==> src/rtl/regs.sv <==
// Integer register file with per-register pending-write scoreboard.
// Define REGS_BYPASS_EN to forward same-cycle write-back data to the read ports.
module regs (
  input  logic        clk,
  input  logic        rst_n,
  input  logic [4:0]  rs1_addr_i,
  input  logic [4:0]  rs2_addr_i,
  output logic [31:0] rs1_data_o,
  output logic [31:0] rs2_data_o,
  input  logic        wb_reg_wen_i,
  input  logic [4:0]  wb_rd_addr_i,
  input  logic [31:0] wb_rd_data_i,
  input  logic        iss_reg_wen_i,
  input  logic [4:0]  iss_rd_addr_i,
  input  logic        flush_i,
  output logic        rs1_busy_o,
  output logic        rs2_busy_o
);

  logic [31:0] mem     [32];
  logic [1:0]  cnt     [32];
  logic [1:0]  cnt_nxt [32];
  logic        wb_hit;
  logic        iss_hit;
  logic [31:0] rs1_raw;
  logic [31:0] rs2_raw;
  logic [1:0]  rs1_cnt;
  logic [1:0]  rs2_cnt;
  logic        rs1_byp;
  logic        rs2_byp;

  assign wb_hit  = wb_reg_wen_i && (wb_rd_addr_i != 5'd0);
  assign iss_hit = iss_reg_wen_i && (iss_rd_addr_i != 5'd0);

  // Storage: x0 is never written, so it stays at its reset value of zero.
  always_ff @(posedge clk or negedge rst_n) begin
    if (!rst_n) begin
      for (int i = 0; i < 32; i++) mem[i] <= '0;
    end else if (wb_hit) begin
      mem[wb_rd_addr_i] <= wb_rd_data_i;
    end
  end

  // Next pending count per register: saturating inc/dec, flush wins.
  always_comb begin
    for (int i = 0; i < 32; i++) begin
      logic inc;
      logic dec;
      cnt_nxt[i] = cnt[i];
      inc = iss_hit && (iss_rd_addr_i == 5'(i));
      dec = wb_hit && (wb_rd_addr_i == 5'(i));
      if (flush_i || i == 0) begin
        cnt_nxt[i] = 2'd0;
      end else if (inc && !dec && cnt[i] != 2'd3) begin
        cnt_nxt[i] = cnt[i] + 2'd1;
      end else if (dec && !inc && cnt[i] != 2'd0) begin
        cnt_nxt[i] = cnt[i] - 2'd1;
      end
    end
  end

  // Scoreboard count register.
  always_ff @(posedge clk or negedge rst_n) begin
    if (!rst_n) begin
      for (int i = 0; i < 32; i++) cnt[i] <= 2'd0;
    end else begin
      for (int i = 0; i < 32; i++) cnt[i] <= cnt_nxt[i];
    end
  end

  // Combinational read, optional forwarding, outputs forced low in reset.
  always_comb begin
    rs1_raw = (rs1_addr_i == 5'd0) ? 32'd0 : mem[rs1_addr_i];
    rs2_raw = (rs2_addr_i == 5'd0) ? 32'd0 : mem[rs2_addr_i];
    rs1_cnt = cnt[rs1_addr_i];
    rs2_cnt = cnt[rs2_addr_i];
`ifdef REGS_BYPASS_EN
    rs1_byp = wb_hit && (wb_rd_addr_i == rs1_addr_i);
    rs2_byp = wb_hit && (wb_rd_addr_i == rs2_addr_i);
`else
    rs1_byp = 1'b0;
    rs2_byp = 1'b0;
`endif
    rs1_data_o = rs1_byp ? wb_rd_data_i : rs1_raw;
    rs2_data_o = rs2_byp ? wb_rd_data_i : rs2_raw;
    rs1_busy_o = (rs1_cnt > 2'd1) || (rs1_cnt == 2'd1 && !rs1_byp);
    rs2_busy_o = (rs2_cnt > 2'd1) || (rs2_cnt == 2'd1 && !rs2_byp);
    if (!rst_n) begin
      rs1_data_o = '0;
      rs2_data_o = '0;
      rs1_busy_o = 1'b0;
      rs2_busy_o = 1'b0;
    end
  end

endmodule

==> config.mk <==
export PLATFORM = sky130hd
export DESIGN_NAME = regs
export DESIGN_NICKNAME = d
export VERILOG_FILES = /design/src/rtl/regs.sv
export SDC_FILE = /design/constraint.sdc
export NUM_CORES = 2
export LEC_CHECK = 0
export CELL_PAD_IN_SITES_DETAIL_PLACEMENT = 0
export CELL_PAD_IN_SITES_GLOBAL_PLACEMENT = 1
export CORE_ASPECT_RATIO = 1.5
export CORE_UTILIZATION = 54
export CTS_CLUSTER_DIAMETER = 30
export DETAILED_ROUTE_END_ITERATION = 6
export DONT_BUFFER_PORTS = 1
export GPL_ROUTABILITY_DRIVEN = 0
export PLACE_DENSITY = 0.88
export SYNTH_ARGS = -nofsm -noshare
export SYNTH_HDL_FRONTEND = slang
export SYNTH_SLANG_ARGS = --single-unit
==> constraint.sdc <==
create_clock -name clk -period 2.28 [get_ports clk]
set_input_delay 0.228 -clock clk [delete_from_list [all_inputs] [get_ports clk]]
set_output_delay 0.228 -clock clk [all_outputs]
set_load 0.01 [all_outputs]
Yosys cells after proc, flatten, opt, wreduce, memory -nomap -nowiden
Cells that the tools add are included.

Bitwise logic cells: 3. Multiplexer cells: 114. Reductions and logical operators: 319. Magnitude comparators: 6. Add/subtract/negate cells: 62. Eq/ne operators: 95.

Operators with widths (number): bitwise mux 1024 bit (1); binary-select mux 32 bit (select 5 bit) (2); 2-to-1 mux 32 bit (9); 2-to-1 mux 2 bit (97); logical AND 1 bit (189); demux 32 bit (select 5 bit) (1); == test 5 bit (second input constant) (32); nonzero test 3 bit (31); == test 5 x 4 -> 1 bit (second input constant) (16); adder 2 x 1 -> 2 bit (second input constant) (31); zero test 1 bit (62); inequality test 2 bit (second input constant) (31); nonzero test 2 bit (31); subtractor 2 x 1 -> 2 bit (second input constant) (31); == test 5 x 3 -> 1 bit (second input constant) (8); binary-select mux 2 bit (select 5 bit) (2); == test 5 x 2 -> 1 bit (second input constant) (4); >= comparator 6 bit (second input constant) (3); inverter 5 -> 6 bit (3); == test 5 x 1 -> 1 bit (second input constant) (2); zero test 5 bit (2); nonzero test 5 bit (2); less-than comparator 6 x 1 -> 1 bit (second input constant) (1); == test 2 x 1 -> 1 bit (second input constant) (2); 3 further kinds (6).

Flip-flop bits (word level): 1086. Logic and storage cells: 662.

Depth between registers and ports, before layout
Depth after elaboration: 9. Depth in mapped cells: 9. Gate-level depth less buffers: 5.

Least setup slack after synthesis
OpenSTA, ideal clock, no wires.

Path kind: input port to output port. From: input port rs2_addr_i[2]. To: output port rs2_busy_o. Stages: 7. Path buffers: 3. Data arrival time: 1.879 ns. Setup slack: 0.173 ns. Path through: buf_2 > buf_2 > buf_2 > mux4_2 > mux2i_1 > mux2i_1 > a211oi_1.

Longest elaborated chain between the ends: 7. Elaborated cells on any way between the ends: 8. Those cells by class: order compare: 1; eq/ne: 1; mux: 4; bitwise: 1; reduce/logical: 1.

Ends and longest elaborated chain: start, declared (RTL line 7) `input logic [4:0] rs2_addr_i,`; inverter 5 -> 6 bit (not written as such) (*) (RTL line 76) `rs2_cnt = cnt[rs2_addr_i];`; binary-select mux 2 bit (select 5 bit) (*) (RTL line 76); 2-to-1 mux 2 bit (not written as such) (*) (2 in a row) (RTL line 76); greater-than comparator 2 x 1 -> 1 bit or == test 2 x 1 -> 1 bit (tied branches) (RTL line 87) `rs2_busy_o = (rs2_cnt > 2'd1) || (rs2_cnt == 2'd1 && !rs2_byp);`; logical OR 1 bit (*) (RTL line 87); 2-to-1 mux 1 bit (*) (RTL line 88) `if (!rst_n) begin`; end, declared (RTL line 17) `output logic rs2_busy_o`.

Mark *: on every way between the ends. The rest lies on a longest branch, timed or not. The select of a mux whose other input is x is not followed.

Worst setup path after layout
From: register mem[9] (netlist name). To: output port rs2_data_o[9].

Longest elaborated chain between the ends: 5.

Ends and longest elaborated chain: start, declared (RTL line 20) `logic [31:0] mem [32];`; start signal, assigned by index (RTL line 40) `mem[wb_rd_addr_i] <= wb_rd_data_i;`; binary-select mux 32 bit (select 5 bit) (RTL line 74) `rs2_raw = (rs2_addr_i == 5'd0) ? 32'd0 : mem[rs2_addr_i];`; 2-to-1 mux 32 bit (not written as such) (2 in a row) (RTL line 74); 2-to-1 mux 32 bit (RTL line 74); 2-to-1 mux 32 bit (RTL line 88); end, declared (RTL line 9) `output logic [31:0] rs2_data_o,`.

No other way between the ends. The select of a mux whose other input is x is not followed.

==> results.sh <==
export IMPL_status="finished with violations"
export IMPL_violations="negative hold slack, negative setup slack"
export IMPL_final_cell_mix="1080 x dfrtp_1, 1017 x nand2_1, 720 x mux2_2"
export IMPL_routed_via_density=6.62
export IMPL_postRouteAntennaNets=0
export IMPL_ios=123
export IMPL_path_max_fanout=3
export IMPL_irDropWorstVdd_mv=0.850
export IMPL_startpoint_type="register"
export IMPL_synth_avg_cell_area_sq_um=12.8
export IMPL_route_detailed_wl_per_inst_microns=28.7
export IMPL_synth_fp_nets=4682
export IMPL_synth_seq_cells=1086
export IMPL_post_place_ws_ns=-2.47
export IMPL_hold_path_class="primary input to async pin"
export IMPL_core_sq_um=108000
export IMPL_nets=4708
export IMPL_stdcell_area_sq_um=68800
export IMPL_die_h_microns=407
export IMPL_reg2reg_depth=5
export IMPL_fillerInstances=7738
export IMPL_drc=0
export IMPL_drv_slew=0
export IMPL_slew_headroom=0.0241
export IMPL_synthCells=4625
export IMPL_ys_warn_count=0
export IMPL_grt_max_degree=273
export IMPL_place_area_sq_um=60700
export IMPL_insertion_delay_ns=0.79
export IMPL_die_w_microns=272
export IMPL_setup_viol=66
export IMPL_postCtsHoldBufs=63
export IMPL_ys_seq_area_frac=0.461
export IMPL_numCtsBuffers=170
export IMPL_r2r_start="cnt[58]"
export IMPL_synth_top_flop_cell="dfrtp_1"
export IMPL_synthArstFlopShare=1.00
export IMPL_grt_pass1_vias=43697
export IMPL_finalCritPeriodShare=1.25
export IMPL_antenna_found_initial=12
export IMPL_powerDensity_nw_per_um2=915
export IMPL_worstSetupEndpointType="primary output"
export IMPL_grt_ovfl_total=0
export IMPL_crit_start="mem[9]"
export IMPL_syn_cell_area_sq_um=59000
export IMPL_dr_pass1_iters=5
export IMPL_cts_tree="built"
export IMPL_final_layout_size_suffix_gt1_frac=0.433
export IMPL_synth_edf_count=0
export IMPL_fin_ws_ns=-0.574
export IMPL_final_common_cell="dfrtp_1"
export IMPL_crit_required_ns=2.05
export IMPL_initial_utilization=0.544
export IMPL_hold_violations=285
export IMPL_max_cap_violations=0
export IMPL_gr_usage_all_layers=0.332
export IMPL_fin_cells=6229
export IMPL_clockBufferDepth=3
export IMPL_worstMarginPinSlew_ns=1.46
export IMPL_total_power_uw=63000
export IMPL_row_count=148
export IMPL_drt_iter0_markers=4041
export IMPL_wl_microns=179000
export IMPL_synth_distinct_cells=58
export IMPL_dieArea_sq_um=111000
export IMPL_cts_max_level=4
export IMPL_critPathKind="register to primary output"
export IMPL_path_clk_slew_ns=0.07
export IMPL_post_dp_hpwl_microns=95800
export IMPL_post_route_min_period_ns=2.85
export IMPL_worstPathArrival_ns=2.63
export IMPL_rsz0062_at_grt="yes"
export IMPL_utilization=0.635
export IMPL_io_buffers=0
export IMPL_dp_cells=5765
export IMPL_whs_ns=-0.853
export IMPL_power_leakage_uw=0.0305
export IMPL_vias=41219
export IMPL_fmax_mhz=350
export IMPL_grt_first_pass_wirelength_microns=272000
export IMPL_area_growth_synth_to_final_pct=16.7
export IMPL_root_buffer="clkbuf_16"
export IMPL_fin_skew_ns=0.0188
export IMPL_cts_sinks=1086
-- flip-flops by register name, indices dropped and copies added, names as in the netlist --
name  cells
cnt      62
mem    1024
-- routing by layer --
layer | global-route usage | share of wire
met2 | 0.552 | 0.50
met5 | 0 | 0
met3 | 0.0628 | 0.076
met1 | 0.397 | 0.36
met4 | 0.218 | 0.069
-- worst paths after layout --
check,endpoint,slack [ns]
max,rs2_data_o[9],-0.57
min,mem[1018],-0.85
min reg2reg,mem[1002],0.39
max in group asynchronous,mem[742],0.91
min in group clk,cnt[34],0.05
max reg2reg,cnt[58],0.60
-- what timing repair did --
item | CTS | global route
gates resized for setup | 110 | 87
pin swaps | 46 | 30
endpoints found under the setup margin | 346 | 66
endpoints found under the hold margin | 1299 | 245
setup buffers | 43 | 31
gates cloned | 6 | 1
-- per-stage QoR --
stage,hold slack [ns],TNS (ns)
floorplan,-0.0676,0
global placement,-0.0673,-676.69
detailed placement,-0.0673,-674.87
CTS,-0.899,-35.28
global route,-0.875,-34.60
finish,-0.853,-31.81
-- power breakdown --
part | switching [uW] | internal, uW
Sequential | 2460 | 22700
Clock | 10100 | 16800
Combinational | 4160 | 6760
-- cells in the mapped netlist (14+ instances only) --
| library cell | instances | area (sq um) |
|---|---|---|
| o21ai_0 | 68 | 340 |
| buf_1 | 31 | 116 |
| clkbuf_1 | 301 | 1130 |
| mux2i_1 | 51 | 510 |
| a21oi_1 | 121 | 606 |
| nand3_1 | 71 | 355 |
| mux4_2 | 602 | 13600 |
| o211ai_1 | 18 | 135 |
| nor2_1 | 123 | 462 |
| nor3_1 | 29 | 145 |
| buf_4 | 18 | 135 |
| nand2_1 | 1039 | 3900 |
| o21ai_1 | 32 | 160 |
| inv_1 | 22 | 82.6 |
| mux2_2 | 720 | 8110 |
| buf_2 | 97 | 485 |
| a21o_1 | 41 | 308 |
| buf_6 | 14 | 158 |
| nand3b_1 | 39 | 293 |
| a211o_1 | 14 | 123 |
| dfrtp_1 | 1086 | 27200 |
-- layout make-up --
type                    instances  area [sq um]  area share
diodes                         10          25.0    0.000364
clock buffers                 207          4600      0.0669
clock inverters               108          1370      0.0199
inverters                      23          86.3     0.00125
multi-input cells            3055         30500       0.444
flip-flops and latches       1086         27200       0.395
well taps                    1425          1780      0.0259
repair buffers                315          3220      0.0467
-- cell families (layout without fill, tap and decap cells) --
group | count (synthesis) | count (layout) | share of synthesized area
flops | 1086 | 1086 | 0.461
compound gates | 317 | 317 | 0.0315
other cells | 0 | 10 | 0
simple gates | 1365 | 1365 | 0.0959
mux | 1373 | 1373 | 0.376
buf+inv | 484 | 653 | 0.0358
-- worst max-delay path, cell delays in order (launching register included) --
cell and delay [ns]:
dfrtp_1 0.40, mux4_2 0.49, mux4_2 0.59, nand3_1 0.12
o21ai_1 0.07, buf_4 0.16
Power figures use the tool's default switching activity.
